## src/rtl/delay_sched_pkg.sv

```systemverilog
//------------------------------------------------------------------------------
// Module   : delay_sched_pkg
// Brief    : Shared types, defaults and round-robin pick helper for delay_sched.
// Revision : 1.0
//------------------------------------------------------------------------------
`default_nettype none

package delay_sched_pkg;

  typedef enum logic [1:0] {
    IDLE  = 2'd0,
    COUNT = 2'd1,
    DONE  = 2'd2
  } state_t;

  localparam int DEF_NREQ   = 4;
  localparam int DEF_CBITS  = 14;
  localparam int DEF_MAXLEN = 15000;
  localparam int RR_MAXN    = 8;

  // First set request at or after ptr, searching upward modulo nreq.
  function automatic int rr_pick(input logic [RR_MAXN-1:0] req, input int ptr, input int nreq);
    int win;
    int idx;
    logic found;
    win   = 0;
    found = 1'b0;
    for (int k = 0; k < RR_MAXN; k++) begin
      idx = (ptr + k) % nreq;
      if (k < nreq && !found && req[idx]) begin
        win   = idx;
        found = 1'b1;
      end
    end
    return win;
  endfunction

endpackage

`default_nettype wire

```

## src/rtl/delay_sched_rr_arbiter.sv

```systemverilog
//------------------------------------------------------------------------------
// Module   : rr_arbiter
// Brief    : Combinational round-robin pick of one requester starting at ptr.
// Revision : 1.0
//------------------------------------------------------------------------------
`default_nettype none

module rr_arbiter
  import delay_sched_pkg::*;
#(
  parameter int NREQ = DEF_NREQ,
  parameter int PW   = $clog2(NREQ)
) (
  input  logic [NREQ-1:0] req,
  input  logic [PW-1:0]   ptr,
  output logic [PW-1:0]   pick,
  output logic            valid
);

  logic [RR_MAXN-1:0] w_req_ext;

  assign w_req_ext = RR_MAXN'(req);
  assign pick      = PW'(rr_pick(w_req_ext, int'(ptr), NREQ));
  assign valid     = |req;

endmodule

`default_nettype wire

```

## src/rtl/delay_sched.sv

```systemverilog
//------------------------------------------------------------------------------
// Module   : delay_sched
// Brief    : Round-robin owner of one shared, bounded delay counter.
// Revision : 1.0
//------------------------------------------------------------------------------
`default_nettype none

module delay_sched
  import delay_sched_pkg::*;
#(
  parameter int NREQ   = DEF_NREQ,
  parameter int CBITS  = DEF_CBITS,
  parameter int MAXLEN = DEF_MAXLEN
) (
  input  logic                  clk,
  input  logic                  rst,
  input  logic [NREQ-1:0]       req,
  input  logic [NREQ*CBITS-1:0] len_flat,
  output logic [NREQ-1:0]       gnt,
  output logic [NREQ-1:0]       done,
  output logic                  busy,
  output logic [CBITS-1:0]      cnt,
  output logic                  err
);

  localparam int              PW       = $clog2(NREQ);
  localparam logic [CBITS-1:0] c_maxlen = CBITS'(MAXLEN);

  state_t           r_state, w_state_nx;
  logic [NREQ-1:0]  r_gnt, w_gnt_nx;
  logic [NREQ-1:0]  r_done, w_done_nx;
  logic [CBITS-1:0] r_cnt, w_cnt_nx;
  logic             r_err, w_err_nx;
  logic [PW-1:0]    r_ptr, w_ptr_nx;
  logic [PW-1:0]    r_own, w_own_nx;

  logic [PW-1:0]    w_pick;
  logic             w_valid;
  logic [CBITS-1:0] w_len;
  logic [PW-1:0]    w_own_inc;

  rr_arbiter #(.NREQ(NREQ), .PW(PW)) u_arb (
    .req   (req),
    .ptr   (r_ptr),
    .pick  (w_pick),
    .valid (w_valid)
  );

  assign w_len     = len_flat[int'(w_pick)*CBITS +: CBITS];
  assign w_own_inc = (r_own == PW'(NREQ-1)) ? '0 : r_own + 1'b1;

  always_ff @(posedge clk) begin
    if (rst) begin
      r_state <= IDLE;
      r_gnt   <= '0;
      r_done  <= '0;
      r_cnt   <= '0;
      r_err   <= 1'b0;
      r_ptr   <= '0;
      r_own   <= '0;
    end else begin
      r_state <= w_state_nx;
      r_gnt   <= w_gnt_nx;
      r_done  <= w_done_nx;
      r_cnt   <= w_cnt_nx;
      r_err   <= w_err_nx;
      r_ptr   <= w_ptr_nx;
      r_own   <= w_own_nx;
    end
  end

  always_comb begin
    w_state_nx = r_state;
    w_gnt_nx   = r_gnt;
    w_done_nx  = '0;
    w_cnt_nx   = r_cnt;
    w_err_nx   = 1'b0;
    w_ptr_nx   = r_ptr;
    w_own_nx   = r_own;
    case (r_state)
      IDLE: begin
        if (w_valid) begin
          w_gnt_nx   = NREQ'(1) << w_pick;
          w_cnt_nx   = (w_len > c_maxlen) ? c_maxlen : w_len;
          w_err_nx   = (w_len > c_maxlen);
          w_own_nx   = w_pick;
          w_state_nx = COUNT;
        end
      end
      COUNT: begin
        // Abort takes priority over completion, even on the final count.
        if (!req[r_own]) begin
          w_gnt_nx   = '0;
          w_cnt_nx   = '0;
          w_ptr_nx   = w_own_inc;
          w_state_nx = IDLE;
        end else if (r_cnt == '0) begin
          w_done_nx  = r_gnt;
          w_state_nx = DONE;
        end else begin
          w_cnt_nx = r_cnt - 1'b1;
        end
      end
      DONE: begin
        w_gnt_nx   = '0;
        w_ptr_nx   = w_own_inc;
        w_state_nx = IDLE;
      end
      default: begin
        w_gnt_nx   = '0;
        w_cnt_nx   = '0;
        w_state_nx = IDLE;
      end
    endcase
  end

  assign gnt  = r_gnt;
  assign done = r_done;
  assign cnt  = r_cnt;
  assign err  = r_err;
  assign busy = (r_state == COUNT) || (r_state == DONE);

  a_gnt_onehot:  assert property (@(posedge clk) disable iff (rst) $onehot0(gnt));
  a_done_onehot: assert property (@(posedge clk) disable iff (rst) $onehot0(done));
  a_done_gnt:    assert property (@(posedge clk) disable iff (rst) ((done & ~gnt) == '0));
  a_cnt_max:     assert property (@(posedge clk) disable iff (rst) (cnt <= c_maxlen));

endmodule

`default_nettype wire

```

## config.mk

```make
export PLATFORM = sky130hd
export DESIGN_NAME = delay_sched
export DESIGN_NICKNAME = d
export VERILOG_FILES = /design/src/rtl/delay_sched_pkg.sv /design/src/rtl/delay_sched_rr_arbiter.sv /design/src/rtl/delay_sched.sv
export SDC_FILE = /design/constraint.sdc
export NUM_CORES = 1
export LEC_CHECK = 0
export CAP_MARGIN = 20
export CORE_MARGIN = 4
export CORE_UTILIZATION = 44
export CTS_CLUSTER_DIAMETER = 50
export DETAILED_ROUTE_END_ITERATION = 7
export HOLD_SLACK_MARGIN = 0.05
export PLACE_DENSITY_LB_ADDON = 0.3
export SLEW_MARGIN = 10
export SYNTH_ARGS = -nofsm -noshare
export SYNTH_HDL_FRONTEND = slang
export SYNTH_SLANG_ARGS = --single-unit
```

## constraint.sdc

```tcl
create_clock -name clk -period 3.5 [get_ports clk]
set_input_delay 1.05 -clock clk [delete_from_list [all_inputs] [get_ports clk]]
set_output_delay 1.05 -clock clk [all_outputs]
set_load 0.01 [all_outputs]
```

; After elaboration in Yosys (flattened, before gate mapping)
; Cells that the tools add are included.
[word_totals]
ff_bits = 29
word_cells = 93
out_inout_bits = 24
[op_classes]
eq_ne = 7
shift = 2
add_sub_neg = 5
mul = 1
reduce_logical = 21
bitwise = 9
order_cmp = 6
mux = 35
[ops]
columns = cell, n
row1 = 14-bit two-way mux, 4
row2 = 56-bit by 7-bit variable part select with 14-bit output, 1
row3 = 14-bit one-hot mux with 3 select lines, 1
row4 = 2-bit two-way mux, 9
row5 = "3-bit by 5-bit less-than comparator with 1-bit output, second input constant", 3
row6 = "14-bit greater-than comparator, second input constant", 1
row7 = 14-bit logical NOT, 1
row8 = "14-bit by 1-bit subtractor with 14-bit output, second input constant", 1
row9 = 1-bit two-way mux, 11
row10 = 1-bit binary-select mux with 3-bit select, 3
row11 = 4-bit two-way mux, 2
row12 = 2-bit one-hot mux with 2 select lines, 2
row13 = 4-bit one-hot mux with 2 select lines, 1
row14 = 2-bit AND reduction, 4
row15 = 4-bit OR reduction, 2
row16 = "3-bit inequality test, second input constant", 2
row17 = 1-bit NOT, 6
row18 = 2-bit OR reduction, 3
row19 = "2-bit by 3-bit multiplier with 5-bit output, second input constant", 1
row20 = "2-bit by 1-bit adder with 2-bit output, second input constant", 2
row21 = "2-bit adder, second input constant", 2
row22 = 1-bit binary-select mux with 2-bit select, 2
row23 = "2-bit == test, second input constant", 2
row24 = "2-bit by 4-bit less-than comparator with 1-bit output, second input constant", 1
row25 = 13 further kinds, 19

; Depth between registers and ports, before layout
; Gate-level depths: netlist (run 1).
[logic_depth]
word_depth = 20
ltp_mapped = 11
depth_no_buf = 9

; Hierarchy
; Synthesis (run 1) repeated with hierarchy kept, for this count alone.
[hier_totals]
hier_cells = 245
area_unflattened_um2 = 2130.8
[modules_own_cells]
columns = mod, area_per_inst_um2, n_inst, cells_each
row1 = delay_sched, 2053.2, 1, 230
row2 = rr_arbiter, 77.6, 1, 15

; Least setup slack after synthesis (run 1)
; Ideal clock, no wire load.
[synth_path]
kind = in2reg
start = input port req[0]
end = register r_cnt[2], in the netlist cnt[2]
t_arrival_ns = 2.864
setup_time_ns = 0.125
required_time_ns = 3.375
slack_ns = 0.511
stages = 10
cell_sequence = a21oi_1 -> o21ai_0 -> a21oi_1 -> buf_2 -> clkbuf_1 -> mux2i_1 -> nor4_1 -> a211oi_1 -> a2bb2oi_2 -> a211oi_2
[synth_between]
elab_chain_cells = 18
[synth_lines]
columns = element, line
row1 = from (decl), delay_sched.sv:17  ; input logic [NREQ-1:0] req,
row2 = 1-bit binary-select mux with 2-bit select, delay_sched_pkg.sv:30  ; if (k < nreq && !found && req[idx]) begin
row3 = 1-bit two-way mux (implied by the code), delay_sched_pkg.sv:30
row4 = 1-bit two-way mux, delay_sched_pkg.sv:30
row5 = 1-bit logical NOT, delay_sched_pkg.sv:30
row6 = 1-bit logical AND, delay_sched_pkg.sv:30
row7 = 1-bit two-way mux, delay_sched_pkg.sv:30
row8 = 1-bit logical NOT, delay_sched_pkg.sv:30
row9 = 1-bit logical AND, delay_sched_pkg.sv:30
row10 = (+2 left out), -
row11 = 1-bit logical AND, delay_sched_pkg.sv:30
row12 = 2-bit two-way mux, delay_sched_pkg.sv:30
row13 = 2-bit by 3-bit multiplier with 5-bit output, delay_sched.sv:49  ; assign w_len = len_flat[int'(w_pick)*CBITS +: CBITS];
row14 = 56-bit by 7-bit variable part select with 14-bit output, delay_sched.sv:49
row15 = 14-bit greater-than comparator, delay_sched.sv:84  ; w_cnt_nx = (w_len > c_maxlen) ? c_maxlen : w_len;
row16 = 14-bit two-way mux, delay_sched.sv:84
row17 = 14-bit two-way mux, delay_sched.sv:82  ; if (w_valid) begin
row18 = 14-bit one-hot mux with 3 select lines, delay_sched.sv:80  ; case (r_state)
row19 = to (signal assigned), delay_sched.sv:65  ; r_cnt <= w_cnt_nx;
row20 = to (decl), delay_sched.sv:32  ; logic [CBITS-1:0] r_cnt, w_cnt_nx;
; Parallel ways exist; a longest one is shown, timed or not. The select of a mux whose other input is x is not followed.
; A chain may end at the register's enable or synchronous reset.

; Worst setup path in the final report (run 1)
[layout_path]
start = input port req[1]
end = register r_cnt[2], in the netlist cnt[2]
; The elaborated chain is that of the path after synthesis.

==> run_summary.xml, run 1 <==
<?xml version="1.0" encoding="UTF-8"?>
<metrics>
  <group name="logic_synthesis">
    <metric name="yosys.area_share.adder" unit="%">3.421</metric>
    <metric name="share_of_the_synthesized_area_in_compound_gates_ao_oa_aoi_oai" unit="%">23.20</metric>
    <metric name="synthesis.instances" unit="">274</metric>
    <metric name="synth_most_common_cell" unit="">sky130_fd_sc_hd__mux2i_1</metric>
    <metric name="synth_top_area_share" unit="%">26.45</metric>
    <metric name="main_combinational_cell_family_by_area_after_synthesis" unit="">compound AO/OA/AOI/OAI gates</metric>
    <metric name="synth_commonest_cells" unit="">sky130_fd_sc_hd__mux2i_1, sky130_fd_sc_hd__dfxtp_1, sky130_fd_sc_hd__a21oi_1</metric>
    <metric name="synth_nets" unit="">342</metric>
    <metric name="synthTopCellsByArea" unit="">sky130_fd_sc_hd__dfxtp_1, sky130_fd_sc_hd__mux2i_1, sky130_fd_sc_hd__a21oi_1</metric>
    <metric name="ys_seq_elements" unit="">29</metric>
    <metric name="synth.cell_area" unit="um2">2195</metric>
    <metric name="yosys-mux-area-fraction" unit="%">20.75</metric>
    <metric name="post-synth-top-area-cell" unit="">sky130_fd_sc_hd__dfxtp_1</metric>
    <metric name="synth.yosys.warnings" unit="">0</metric>
    <metric name="synth_xor_xnor_area_share" unit="%">0.7982</metric>
    <metric name="most_used_flip_flop_cell_after_synthesis" unit="">sky130_fd_sc_hd__dfxtp_1</metric>
    <metric name="yosys.area_share.simple" unit="%">20.30</metric>
    <metric name="synth-edff-count" unit="">0</metric>
    <metric name="yosys.cell_types.count" unit="">51</metric>
    <metric name="synth_seq_area_share" unit="%">26.45</metric>
    <metric name="average_footprint_of_a_synthesized_cell" unit="um2">8.010</metric>
    <metric name="async_reset_ff_share" unit="%">0</metric>
  </group>
  <group name="timing">
    <metric name="finalCriticalPeriod" unit="ps">3336</metric>
    <metric name="report.final.hold_viol_count" unit="">0</metric>
    <metric name="tightestPinTransition" unit="ps">620.9</metric>
    <metric name="setup_viol_count_final" unit="">0</metric>
    <metric name="maxSlewHeadroom" unit="%">58.48</metric>
    <metric name="finClkSkew" unit="ps">2.851</metric>
    <metric name="rsz0062_at_grt" unit="">false</metric>
    <metric name="fin_worst_hold_slack" unit="ps">505.6</metric>
    <metric name="layout_worst_path_cycle_share" unit="%">95.32</metric>
    <metric name="report.final.slew_viol_count" unit="">0</metric>
    <metric name="clock.fmax" unit="GHz">0.2997</metric>
    <metric name="totalNegativeSetupSlack" unit="ps">0</metric>
  </group>
  <group name="power_and_ir_drop">
    <metric name="seqPwrFrac" unit="%">28.3</metric>
    <metric name="power.leakage" unit="uW">0.001303</metric>
    <metric name="sw_frac_of_total" unit="%">39.80</metric>
    <metric name="power_switching" unit="uW">645.5</metric>
    <metric name="fraction_of_power_consumed_by_the_clock_network" unit="%">19.3</metric>
    <metric name="vdd.ir_drop.worst" unit="uV">419.3</metric>
    <metric name="power-per-cell-area" unit="nW/um2">489.5</metric>
    <metric name="power_frac_comb" unit="%">52.4</metric>
    <metric name="internal-power" unit="uW">976.2</metric>
  </group>
  <group name="final_layout">
    <metric name="antenna-diode-count" unit="">0</metric>
    <metric name="n_fill_cell" unit="">402</metric>
    <metric name="final_layout_size_suffix_gt1_share" unit="%">12.43</metric>
    <metric name="layout-area-overhead-vs-synth" unit="%">50.97</metric>
    <metric name="finish.net_count" unit="">437</metric>
    <metric name="post-route-util" unit="%">69.23</metric>
    <metric name="fin_area" unit="um2">3313</metric>
  </group>
  <group name="setup_path">
    <metric name="end_kind" unit="">flip-flop</metric>
    <metric name="worst_setup_path_startpoint" unit="">req[1]</metric>
    <metric name="worst_setup_path_start_kind" unit="">primary input</metric>
    <metric name="reg2reg_from" unit="">cnt[4]$_SDFFE_PP0P_</metric>
    <metric name="setup.worst_path.class" unit="">in2reg</metric>
    <metric name="cp_data_arrival_time" unit="ps">3540</metric>
    <metric name="crit_path_max_fanout" unit="">16</metric>
    <metric name="worstPathRequired" unit="ps">3710</metric>
  </group>
  <group name="clocking">
    <metric name="cts-buffers-inserted" unit="">5</metric>
    <metric name="cts.repair_timing.setup_buffer_count" unit="">0</metric>
    <metric name="h_tree_depth" unit="">2</metric>
    <metric name="cts_resized" unit="">0</metric>
    <metric name="clock_tree_from_tritoncts" unit="">yes</metric>
    <metric name="clkSinkCount" unit="">29</metric>
    <metric name="post_cts_hold_buffer_count" unit="">0</metric>
    <metric name="clk_pin_slew_worst_paths" unit="ps">60</metric>
    <metric name="clock-root-buffer" unit="">sky130_fd_sc_hd__clkbuf_8</metric>
    <metric name="clkLatencyLatePin" unit="ps">290</metric>
    <metric name="max-clock-path-buffers" unit="">2</metric>
  </group>
  <group name="floorplan">
    <metric name="floorplan.io_pins" unit="">86</metric>
    <metric name="rows" unit="">25</metric>
    <metric name="core-area" unit="um2">4786</metric>
    <metric name="die-height" unit="um">78.63</metric>
    <metric name="initial_core_util" unit="%">45.86</metric>
    <metric name="die_w" unit="um">78.63</metric>
    <metric name="die_area" unit="um2">6182</metric>
  </group>
  <group name="drt">
    <metric name="drt-pass1-iter-count" unit="">6</metric>
    <metric name="vias" unit="">2472</metric>
    <metric name="drt-initial-drc-count" unit="">173</metric>
    <metric name="final_antenna_net_count" unit="">0</metric>
    <metric name="remaining_drc_errors" unit="">0</metric>
    <metric name="routed_via_density" unit="">5.657</metric>
    <metric name="avgRoutedWirePerCell" unit="um">16.13</metric>
    <metric name="postRouteWirelength" unit="um">7050</metric>
  </group>
  <group name="placement">
    <metric name="routabilityCongestion" unit="">0.9503</metric>
    <metric name="numPortBuffers" unit="">85</metric>
    <metric name="detailedPlacementHpwl" unit="um">5476</metric>
    <metric name="placedInstanceArea" unit="um2">3201</metric>
  </group>
  <group name="run">
    <metric name="max_cap_violations" unit="">0</metric>
  </group>
  <group name="global_route">
    <metric name="grt_overall_usage" unit="%">22.52</metric>
    <metric name="pin_count_of_the_biggest_net_entering_global_routing" unit="">18</metric>
    <metric name="grt_pass1_wl" unit="um">11250</metric>
    <metric name="number_of_global_route_vias_before_repair" unit="">2333</metric>
    <metric name="globalRoute.totalOverflow" unit="">0</metric>
    <metric name="number_of_antenna_violations_at_the_first_check_in_global_routing" unit="">0</metric>
  </group>
  <group name="status">
    <metric name="outcome" unit="">finished clean</metric>
  </group>
  <group name="worst_hold_path">
    <metric name="kind_of_path_behind_the_tightest_hold_check" unit="">reg2reg</metric>
    <metric name="worst_hold_startpoint" unit="">cnt[13]$_SDFFE_PP0P_</metric>
  </group>
</metrics>
==> stage by stage <==
step / total power (uW) / instances / setup WS (ps)
floorplan: 964.7 / 274 / 510.8
detailed placement: 1289 / 429 / -96.98
finish: 1622 / 437 / 163.7
CTS: 1607 / 437 / 166.3
global placement: 1273 / 429 / -33.89
global route: 1726 / 437 / 6.152
==> path summary, 6_finish.rpt <==
kind	end	slack (ps)	cells after the start
max	cnt[2]$_SDFFE_PP0P_	160	11
min	cnt[13]$_SDFFE_PP0P_	510	2
max reg2reg	cnt[1]$_SDFFE_PP0P_	780	8
min reg2reg	cnt[13]$_SDFFE_PP0P_	510	2
==> cells by family after synthesis <==
family                     count (synthesis)
and+or+nand+nor                           91
AOI/OAI and AO/OA                         79
muxes                                     44
DFF                                       29
buffers and inverters                     23
adders and majority gates                  6
xor gates and xnor gates                   2
==> metal layers <==
metal  share of wire (%)  GRT usage [%]  routed length (um)
met1                  43          29.59                3054
met2                  48          36.84                3356
met3                 8.3          5.619                 584
met4                0.78          5.420                  55
met5                   0              0                   0
==> sequential cells by signal, summed over array words and instances, names as in the netlist <==
register / count
cnt: 14
r_own: 2
gnt: 4
r_state: 2
done: 4
r_ptr: 2
err: 1
==> placed cells by master (no fill, tap or decap), types with 2 or more instances in the layout <==
cell type	n
sky130_fd_sc_hd__a21oi_1	26
sky130_fd_sc_hd__nand3_1	6
sky130_fd_sc_hd__buf_12	2
sky130_fd_sc_hd__nand2_1	24
sky130_fd_sc_hd__nor4_1	8
sky130_fd_sc_hd__inv_1	11
sky130_fd_sc_hd__a211oi_2	2
sky130_fd_sc_hd__o31ai_1	3
sky130_fd_sc_hd__dfxtp_1	29
sky130_fd_sc_hd__ha_1	6
sky130_fd_sc_hd__o21ai_1	8
sky130_fd_sc_hd__a2bb2oi_1	3
sky130_fd_sc_hd__or4_1	2
sky130_fd_sc_hd__xnor2_1	2
sky130_fd_sc_hd__clkdlybuf4s50_1	85
sky130_fd_sc_hd__clkbuf_8	7
sky130_fd_sc_hd__nor2_1	24
sky130_fd_sc_hd__o22ai_1	2
sky130_fd_sc_hd__buf_4	13
sky130_fd_sc_hd__nand4_1	2
sky130_fd_sc_hd__and2_1	4
sky130_fd_sc_hd__a22oi_1	3
sky130_fd_sc_hd__mux2i_1	32
sky130_fd_sc_hd__nor3_1	11
sky130_fd_sc_hd__o21ai_0	16
sky130_fd_sc_hd__mux2_2	12
==> worst max-delay path: stages <==
cell and delay (ps):
sky130_fd_sc_hd__clkdlybuf4s50_1 560, sky130_fd_sc_hd__a21boi_2 200, sky130_fd_sc_hd__o22ai_2 120, sky130_fd_sc_hd__nor2_4 140, sky130_fd_sc_hd__buf_4 280, sky130_fd_sc_hd__mux2i_1 220
sky130_fd_sc_hd__mux2_2 200, sky130_fd_sc_hd__nand4b_1 150, sky130_fd_sc_hd__or2_1 250, sky130_fd_sc_hd__a2bb2oi_2 160, sky130_fd_sc_hd__a211oi_2 210
==> power groups by stage <==
stage	Combinational, uW	Sequential (uW)	Clock (uW)
global route	929	467	330
global placement	813	460	0
detailed placement	827	462	0
finish	849	459	314
CTS	836	456	315
floorplan	497	468	0
==> final cells by class <==
| cell class | count | area, um2 | area share (%) |
|---|---|---|---|
| inverters | 11 | 41.29 | 1.246 |
| well taps | 67 | 83.83 | 2.530 |
| clock inverters | 1 | 5.005 | 0.1511 |
| flip-flops and latches | 29 | 580.6 | 17.52 |
| repair buffers | 100 | 988.4 | 29.83 |
| multi-input cells | 222 | 1518 | 45.81 |
| clock buffers | 7 | 96.34 | 2.908 |
Note: power is estimated with default switching activity, not from simulation.
==> run 2, diff against run 1 <==
--- a/config.mk
+++ b/config.mk
@@ -10,6 +10,7 @@
 export CORE_UTILIZATION = 44
 export CTS_CLUSTER_DIAMETER = 50
 export DETAILED_ROUTE_END_ITERATION = 7
+export GPL_TIMING_DRIVEN = 0
 export HOLD_SLACK_MARGIN = 0.05
 export PLACE_DENSITY_LB_ADDON = 0.3
 export SLEW_MARGIN = 10
==> run 2 against run 1 <==
  * Sequential share of layout area rose by 0.12 points
  * Largest power group unchanged
  * Die area did not move
  * Setup slack improved by 3.5 ps
  * Clock-buffer cell count fell by 2
  * Fmax rose by 0.10%
  * Critical path depth did not move
  * Combinational power fell by 1%
==> run_summary.xml, run 2 (same netlist as run 1, synthesis figures left out) <==
<?xml version="1.0" encoding="UTF-8"?>
<metrics>
  <group name="status">
    <metric name="outcome" unit="">finished clean</metric>
  </group>
  <group name="setup_path">
    <metric name="crit_path_max_fanout" unit="">10</metric>
    <metric name="setup.worst_path.class" unit="">in2reg</metric>
    <metric name="setup.reg_to_reg.worst_slack" unit="ps">850</metric>
    <metric name="end_kind" unit="">flip-flop</metric>
    <metric name="cp_data_arrival_time" unit="ps">3550</metric>
    <metric name="worstPathRequired" unit="ps">3710</metric>
    <metric name="cp_slowest_cell" unit="">sky130_fd_sc_hd__clkdlybuf4s50_1</metric>
    <metric name="worst-r2r-cell-count" unit="">10</metric>
    <metric name="worst_setup_path_endpoint" unit="">cnt[6]$_SDFFE_PP0P_</metric>
    <metric name="slowest_delay" unit="ps">470</metric>
    <metric name="crit_chain" unit="">clkdlybuf4s50_1, mux2i_1, o22ai_2, nor2_4, buf_6, mux2i_1, mux2_2, a21oi_1, o21ai_4, or3b_1, a21oi_1</metric>
    <metric name="worst_setup_path_start_kind" unit="">primary input</metric>
    <metric name="reg2reg_from" unit="">r_ptr[1]$_SDFFE_PP0P_</metric>
    <metric name="worst_setup_path_startpoint" unit="">req[2]</metric>
    <metric name="worstReg2RegEnd" unit="">cnt[6]$_SDFFE_PP0P_</metric>
  </group>
  <group name="final_layout">
    <metric name="n_fill_cell" unit="">399</metric>
    <metric name="largest_register_ff_count" unit="">14</metric>
    <metric name="fin_area" unit="um2">3291</metric>
    <metric name="layout.cells.most_common" unit="">sky130_fd_sc_hd__clkdlybuf4s50_1</metric>
    <metric name="layout-area-overhead-vs-synth" unit="%">49.94</metric>
    <metric name="finish.net_count" unit="">440</metric>
    <metric name="final-instance-count-excl-fill" unit="">438</metric>
    <metric name="antenna-diode-count" unit="">0</metric>
    <metric name="final_cell_mix" unit="">sky130_fd_sc_hd__clkdlybuf4s50_1, sky130_fd_sc_hd__mux2i_1, sky130_fd_sc_hd__dfxtp_1, sky130_fd_sc_hd__a21oi_1</metric>
    <metric name="final_layout_size_suffix_gt1_share" unit="%">11.86</metric>
    <metric name="registers.top_by_ff_count" unit="">cnt</metric>
  </group>
  <group name="drt">
    <metric name="avgRoutedWirePerCell" unit="um">16.17</metric>
    <metric name="drt-initial-drc-count" unit="">184</metric>
    <metric name="postRouteWirelength" unit="um">7083</metric>
    <metric name="final_antenna_net_count" unit="">0</metric>
    <metric name="remaining_drc_errors" unit="">0</metric>
    <metric name="drt-pass1-iter-count" unit="">6</metric>
    <metric name="routed_via_density" unit="">5.642</metric>
    <metric name="vias" unit="">2471</metric>
  </group>
  <group name="power_and_ir_drop">
    <metric name="power-per-cell-area" unit="nW/um2">470.4</metric>
    <metric name="power.leakage" unit="uW">0.001297</metric>
    <metric name="vdd.ir_drop.worst" unit="uV">346.1</metric>
    <metric name="total_power" unit="uW">1548</metric>
  </group>
  <group name="placement">
    <metric name="placedCellCount" unit="">427</metric>
    <metric name="routabilityCongestion" unit="">0.9655</metric>
    <metric name="numPortBuffers" unit="">85</metric>
    <metric name="detailedPlacementHpwl" unit="um">5475</metric>
    <metric name="placedInstanceArea" unit="um2">3141</metric>
  </group>
  <group name="timing">
    <metric name="report.final.hold_viol_count" unit="">0</metric>
    <metric name="tightestPinTransition" unit="ps">961.9</metric>
    <metric name="finClkSkew" unit="ps">8.474</metric>
    <metric name="setup_viol_count_final" unit="">0</metric>
    <metric name="clock.fmax" unit="GHz">0.3000</metric>
    <metric name="finalCriticalPeriod" unit="ps">3333</metric>
    <metric name="fin_worst_hold_slack" unit="ps">488.5</metric>
    <metric name="layout_worst_path_cycle_share" unit="%">95.22</metric>
    <metric name="report.final.slew_viol_count" unit="">0</metric>
    <metric name="maxSlewHeadroom" unit="%">35.28</metric>
  </group>
  <group name="global_route">
    <metric name="grt_use_met2" unit="%">36.25</metric>
    <metric name="met1_usage" unit="%">29.87</metric>
    <metric name="grt_pass1_wl" unit="um">11120</metric>
    <metric name="number_of_antenna_violations_at_the_first_check_in_global_routing" unit="">0</metric>
    <metric name="grt_overall_usage" unit="%">22.43</metric>
    <metric name="globalRoute.totalOverflow" unit="">0</metric>
    <metric name="globalRoute.busiestLayer" unit="">met2</metric>
    <metric name="number_of_global_route_vias_before_repair" unit="">2342</metric>
    <metric name="pin_count_of_the_biggest_net_entering_global_routing" unit="">11</metric>
    <metric name="met3_track_demand_over_resource_in_global_routing" unit="%">5.390</metric>
  </group>
  <group name="worst_hold_path">
    <metric name="timing.hold.worst_path_depth" unit="">1</metric>
    <metric name="kind_of_path_behind_the_tightest_hold_check" unit="">reg2reg</metric>
  </group>
  <group name="clocking">
    <metric name="clock-root-buffer" unit="">sky130_fd_sc_hd__clkbuf_8</metric>
    <metric name="h_tree_depth" unit="">2</metric>
    <metric name="post_cts_hold_buffer_count" unit="">0</metric>
    <metric name="cts-buffers-inserted" unit="">5</metric>
    <metric name="clkLatencyLatePin" unit="ps">280</metric>
    <metric name="clk_pin_slew_worst_paths" unit="ps">60</metric>
    <metric name="clock_tree_from_tritoncts" unit="">yes</metric>
    <metric name="clkSinkCount" unit="">29</metric>
    <metric name="max-clock-path-buffers" unit="">2</metric>
  </group>
  <group name="floorplan">
    <metric name="die-height" unit="um">78.63</metric>
    <metric name="rows" unit="">25</metric>
    <metric name="floorplan.io_pins" unit="">86</metric>
    <metric name="core-area" unit="um2">4786</metric>
    <metric name="initial_core_util" unit="%">45.86</metric>
    <metric name="die_area" unit="um2">6182</metric>
    <metric name="die_w" unit="um">78.63</metric>
  </group>
  <group name="run">
    <metric name="max_cap_violations" unit="">0</metric>
  </group>
</metrics>
run 2: cell types whose count changed in the layout (fill, tap and decap cells not counted), sizes merged:
cell / previous run / this run
dlymetal6s2s: 0 / 2
buf: 15 / 11
clkdlybuf4s50: 85 / 83
clkdlybuf4s15: 0 / 1
clkbuf: 7 / 11
run 2: worst min-delay path by stage:
stage | start | to | slack (ps)
floorplan | r_own[1]$_SDFFE_PP0P_ | r_own[1]$_SDFFE_PP0P_ | 480
global placement | gnt[2]$_SDFFE_PP0P_ | done[2]$_SDFF_PP0_ | 480
detailed placement | gnt[2]$_SDFFE_PP0P_ | done[2]$_SDFF_PP0_ | 470
CTS | gnt[2]$_SDFFE_PP0P_ | done[2]$_SDFF_PP0_ | 480
global route | gnt[2]$_SDFFE_PP0P_ | done[2]$_SDFF_PP0_ | 500
finish | gnt[2]$_SDFFE_PP0P_ | done[2]$_SDFF_PP0_ | 490
run 2: stage by stage:
| stage | setup TNS (ps) | utilization [%] | worst slack [ps] |
|---|---|---|---|
| 2_1_floorplan | 0 | - | 510.8 |
| 3_3_place_gp | -4924 | 65.39 | -482.7 |
| 3_5_place_dp | -3425 | 65.62 | -435.1 |
| 4_1_cts | 0 | 67.24 | 1.008 |
| 5_1_grt | -15.81 | 68.76 | -15.81 |
| 6_report | 0 | 68.76 | 167.1 |
run 2: routing by layer:
metal | share of wire (%) | routed length, um | vias to the layer above
met1 | 42 | 3007 | 1144
met3 | 8.6 | 609 | 8
met5 | 0 | 0 | -
li1 | - | - | 1209
met2 | 48 | 3397 | 110
met4 | 0.99 | 70 | 0
run 2: where the power goes:
part / internal, uW / leakage [uW] / switching, uW
Clock: 130 / 0.0000399 / 122
Sequential: 386 / 0.000238 / 70.1
Combinational: 402 / 0.00102 / 437
run 2: worst max-delay path, delay by kind of cell:
family	cells	cell delay, ps
AOI/OAI and AO/OA	4	620
muxes	3	610
and+or+nand+nor	2	580
buffers and inverters	2	670
run 2: cell type report:
class / instances / area (um2) / area share [%]
Clock inverter: 1 / 5.005 / 0.1521
Inverter: 11 / 41.29 / 1.255
Timing Repair Buffer: 91 / 904.6 / 27.49
Sequential cell: 29 / 580.6 / 17.64
Clock buffer: 5 / 68.82 / 2.091
Buffer: 12 / 76.32 / 2.319
Multi-Input combinational cell: 222 / 1530 / 46.50
Tap cell: 67 / 83.83 / 2.548
run 2: what timing repair did:
action                                  in CTS  in global routing
endpoints found under the hold margin        0                  0
pin swaps                                    0                  2
resized for setup                            2                 10
cloned                                       0                  0
buffers inserted                             0                  5
endpoints found under the setup margin       6                 11
==> run 3, diff against run 2 <==
--- a/config.mk
+++ b/config.mk
@@ -7,7 +7,7 @@
 export LEC_CHECK = 0
 export CAP_MARGIN = 20
 export CORE_MARGIN = 4
-export CORE_UTILIZATION = 44
+export CORE_UTILIZATION = 35
 export CTS_CLUSTER_DIAMETER = 50
 export DETAILED_ROUTE_END_ITERATION = 7
 export GPL_TIMING_DRIVEN = 0
==> run 3 against run 2 <==
  * Clock power grew 12%
  * Clock-buffer cell count grew 2
  * Die area grew 23%
  * Global-route usage shrank 3.3 points
  * Setup slack lost 50 ps
  * Non-clock buffer count grew 2
  * Via count shrank 2.0%
  * Critical path depth is the same
  * Design area grew 1.2%
  * Register-to-register slack is essentially flat
  * Largest power group unchanged
  * Highest routed layer unchanged
==> run_summary.xml, run 3 (same netlist as run 1, synthesis figures left out) <==
<?xml version="1.0" encoding="UTF-8"?>
<metrics>
  <group name="status">
    <metric name="outcome" unit="">finished clean</metric>
  </group>
  <group name="final_layout">
    <metric name="largest_register_ff_count" unit="">14</metric>
    <metric name="final_cell_mix" unit="">sky130_fd_sc_hd__clkdlybuf4s50_1, sky130_fd_sc_hd__mux2i_1, sky130_fd_sc_hd__dfxtp_1, sky130_fd_sc_hd__a21oi_1</metric>
    <metric name="finish.net_count" unit="">442</metric>
    <metric name="n_fill_cell" unit="">550</metric>
    <metric name="layout-area-overhead-vs-synth" unit="%">51.77</metric>
    <metric name="layout.cells.most_common" unit="">sky130_fd_sc_hd__clkdlybuf4s50_1</metric>
    <metric name="registers.top_by_ff_count" unit="">cnt</metric>
    <metric name="final_layout_size_suffix_gt1_share" unit="%">12.57</metric>
    <metric name="antenna-diode-count" unit="">0</metric>
  </group>
  <group name="clocking">
    <metric name="clock_tree_from_tritoncts" unit="">yes</metric>
    <metric name="clock-root-buffer" unit="">sky130_fd_sc_hd__clkbuf_8</metric>
    <metric name="max-clock-path-buffers" unit="">2</metric>
    <metric name="post_cts_hold_buffer_count" unit="">0</metric>
    <metric name="clkSinkCount" unit="">29</metric>
    <metric name="h_tree_depth" unit="">2</metric>
    <metric name="clkLatencyLatePin" unit="ps">290</metric>
    <metric name="clk_pin_slew_worst_paths" unit="ps">60</metric>
    <metric name="cts-buffers-inserted" unit="">5</metric>
  </group>
  <group name="power_and_ir_drop">
    <metric name="total_power" unit="uW">1584</metric>
    <metric name="power-per-cell-area" unit="nW/um2">475.6</metric>
    <metric name="internal-power" unit="uW">949.8</metric>
    <metric name="power_frac_comb" unit="%">53.5</metric>
    <metric name="sw_frac_of_total" unit="%">40.04</metric>
    <metric name="vdd.ir_drop.worst" unit="uV">403.9</metric>
    <metric name="fraction_of_power_consumed_by_the_clock_network" unit="%">17.9</metric>
    <metric name="power_switching" unit="uW">634.2</metric>
    <metric name="seqPwrFrac" unit="%">28.6</metric>
    <metric name="power.leakage" unit="uW">0.001311</metric>
  </group>
  <group name="setup_path">
    <metric name="end_kind" unit="">flip-flop</metric>
    <metric name="setup.worst_path.class" unit="">in2reg</metric>
    <metric name="worst_setup_path_startpoint" unit="">req[2]</metric>
    <metric name="worstPathRequired" unit="ps">3660</metric>
    <metric name="crit_buf_inv" unit="">3</metric>
    <metric name="cp_top_family" unit="">compound AO/OA/AOI/OAI gates</metric>
    <metric name="crit_path_max_fanout" unit="">10</metric>
    <metric name="cp_slowest_cell" unit="">sky130_fd_sc_hd__clkdlybuf4s50_1</metric>
    <metric name="crit_chain" unit="">clkdlybuf4s50_1, mux2i_1, o22ai_2, nor2_4, buf_6, buf_6, mux2_2, o21ai_1, a211oi_2, o21bai_2, o21ai_1</metric>
    <metric name="slowest_delay" unit="ps">490</metric>
    <metric name="worst_setup_path_start_kind" unit="">primary input</metric>
    <metric name="cp_data_arrival_time" unit="ps">3540</metric>
    <metric name="setup.reg_to_reg.worst_slack" unit="ps">850</metric>
    <metric name="reg2reg_from" unit="">r_ptr[1]$_SDFFE_PP0P_</metric>
  </group>
  <group name="floorplan">
    <metric name="floorplan.io_pins" unit="">86</metric>
    <metric name="rows" unit="">28</metric>
    <metric name="die-height" unit="um">87.19</metric>
    <metric name="die_w" unit="um">87.19</metric>
    <metric name="core-area" unit="um2">5991</metric>
    <metric name="die_area" unit="um2">7601</metric>
    <metric name="initial_core_util" unit="%">36.63</metric>
  </group>
  <group name="drt">
    <metric name="top_layer_used" unit="">met4</metric>
    <metric name="avgRoutedWirePerCell" unit="um">15.94</metric>
    <metric name="remaining_drc_errors" unit="">0</metric>
    <metric name="routed_via_density" unit="">5.394</metric>
    <metric name="vias" unit="">2422</metric>
    <metric name="postRouteWirelength" unit="um">7157</metric>
    <metric name="detailroute.wirelength.met2" unit="um">3253</metric>
    <metric name="drt-initial-drc-count" unit="">127</metric>
    <metric name="dr_wl_met3" unit="um">607</metric>
    <metric name="drt-pass1-iter-count" unit="">4</metric>
    <metric name="drt-met1-wl" unit="um">3210</metric>
    <metric name="final_antenna_net_count" unit="">0</metric>
  </group>
  <group name="timing">
    <metric name="finalCriticalPeriod" unit="ps">3383</metric>
    <metric name="layout_setup_ws" unit="ps">117.2</metric>
    <metric name="layout_worst_path_cycle_share" unit="%">96.65</metric>
    <metric name="maxSlewHeadroom" unit="%">46.82</metric>
    <metric name="report.final.hold_viol_count" unit="">0</metric>
    <metric name="tightestPinTransition" unit="ps">791.2</metric>
    <metric name="setup_viol_count_final" unit="">0</metric>
    <metric name="fin_worst_hold_slack" unit="ps">491.2</metric>
    <metric name="finClkSkew" unit="ps">7.978</metric>
    <metric name="clock.fmax" unit="GHz">0.2956</metric>
    <metric name="report.final.slew_viol_count" unit="">0</metric>
  </group>
  <group name="worst_hold_path">
    <metric name="worst_hold_startpoint" unit="">gnt[3]$_SDFFE_PP0P_</metric>
    <metric name="kind_of_path_behind_the_tightest_hold_check" unit="">reg2reg</metric>
  </group>
  <group name="placement">
    <metric name="numPortBuffers" unit="">85</metric>
    <metric name="detailedPlacementHpwl" unit="um">5563</metric>
    <metric name="routabilityCongestion" unit="">0.8694</metric>
    <metric name="post-place-ws" unit="ps">-485.8</metric>
  </group>
  <group name="global_route">
    <metric name="globalRoute.totalOverflow" unit="">0</metric>
    <metric name="number_of_global_route_vias_before_repair" unit="">2360</metric>
    <metric name="pin_count_of_the_biggest_net_entering_global_routing" unit="">11</metric>
    <metric name="number_of_antenna_violations_at_the_first_check_in_global_routing" unit="">0</metric>
    <metric name="grt_overall_usage" unit="%">19.11</metric>
    <metric name="grt_pass1_wl" unit="um">11650</metric>
  </group>
  <group name="run">
    <metric name="max_cap_violations" unit="">0</metric>
  </group>
</metrics>
==> run 3: cell types whose count changed in the layout (fill, tap and decap cells not counted) <==
| cell | before | now |
|---|---|---|
| sky130_fd_sc_hd__buf_4 | 6 | 9 |
| sky130_fd_sc_hd__clkbuf_1 | 5 | 6 |
| sky130_fd_sc_hd__clkbuf_8 | 5 | 6 |
| sky130_fd_sc_hd__clkdlybuf4s15_2 | 1 | 0 |
| sky130_fd_sc_hd__clkinv_2 | 1 | 0 |
| sky130_fd_sc_hd__nor4_1 | 8 | 7 |
| sky130_fd_sc_hd__nor4_2 | 1 | 2 |
==> run 3: final cells by class <==
class	instances	area (um2)	share of cell area [%]
Inverter	11	41.29	1.240
Tap cell	75	93.84	2.817
Multi-Input combinational cell	222	1536	46.13
Buffer	12	76.32	2.292
Sequential cell	29	580.6	17.43
Clock buffer	7	86.33	2.592
Timing Repair Buffer	93	915.9	27.50
==> run 3: final timing paths <==
check,depth (start not counted),endpoint
max,11,cnt[7]$_SDFFE_PP0P_
min,1,done[3]$_SDFF_PP0_
max reg2reg,10,cnt[7]$_SDFFE_PP0P_
min reg2reg,1,done[3]$_SDFF_PP0_
==> run 3: power groups by stage <==
stage                     logic (uW)  registers, uW  clock network, uW
after floorplan                  497            468                  0
after global placement           796            459                  0
after detailed placement         802            460                  0
after CTS                        819            453                285
after global routing             935            465                304
final                            847            454                283
==> run 3: what timing repair did <==
item / in CTS / in global routing
resized for setup: 6 / 6
setup buffers: 1 / 7
pin swaps: 0 / 3
endpoints found under the setup margin: 6 / 11
==> run 3: through the flow <==
stage	TNS (ps)	cells	area, um2	util, %
2_1_floorplan	0	274	2195	-
3_3_place_gp	-5179	434	3139	52.40
5_1_grt	-14.16	449	3331	55.60
3_5_place_dp	-3672	434	3146	52.51
6_report	0	449	3331	55.60
4_1_cts	-13.86	442	3263	54.47
==> run 3: layer usage <==
metal / track usage [%] / up-vias
met5: 0 / -
met4: 5.021 / 0
met3: 4.541 / 10
met2: 30.30 / 77
met1: 26.00 / 1120
li1: - / 1215
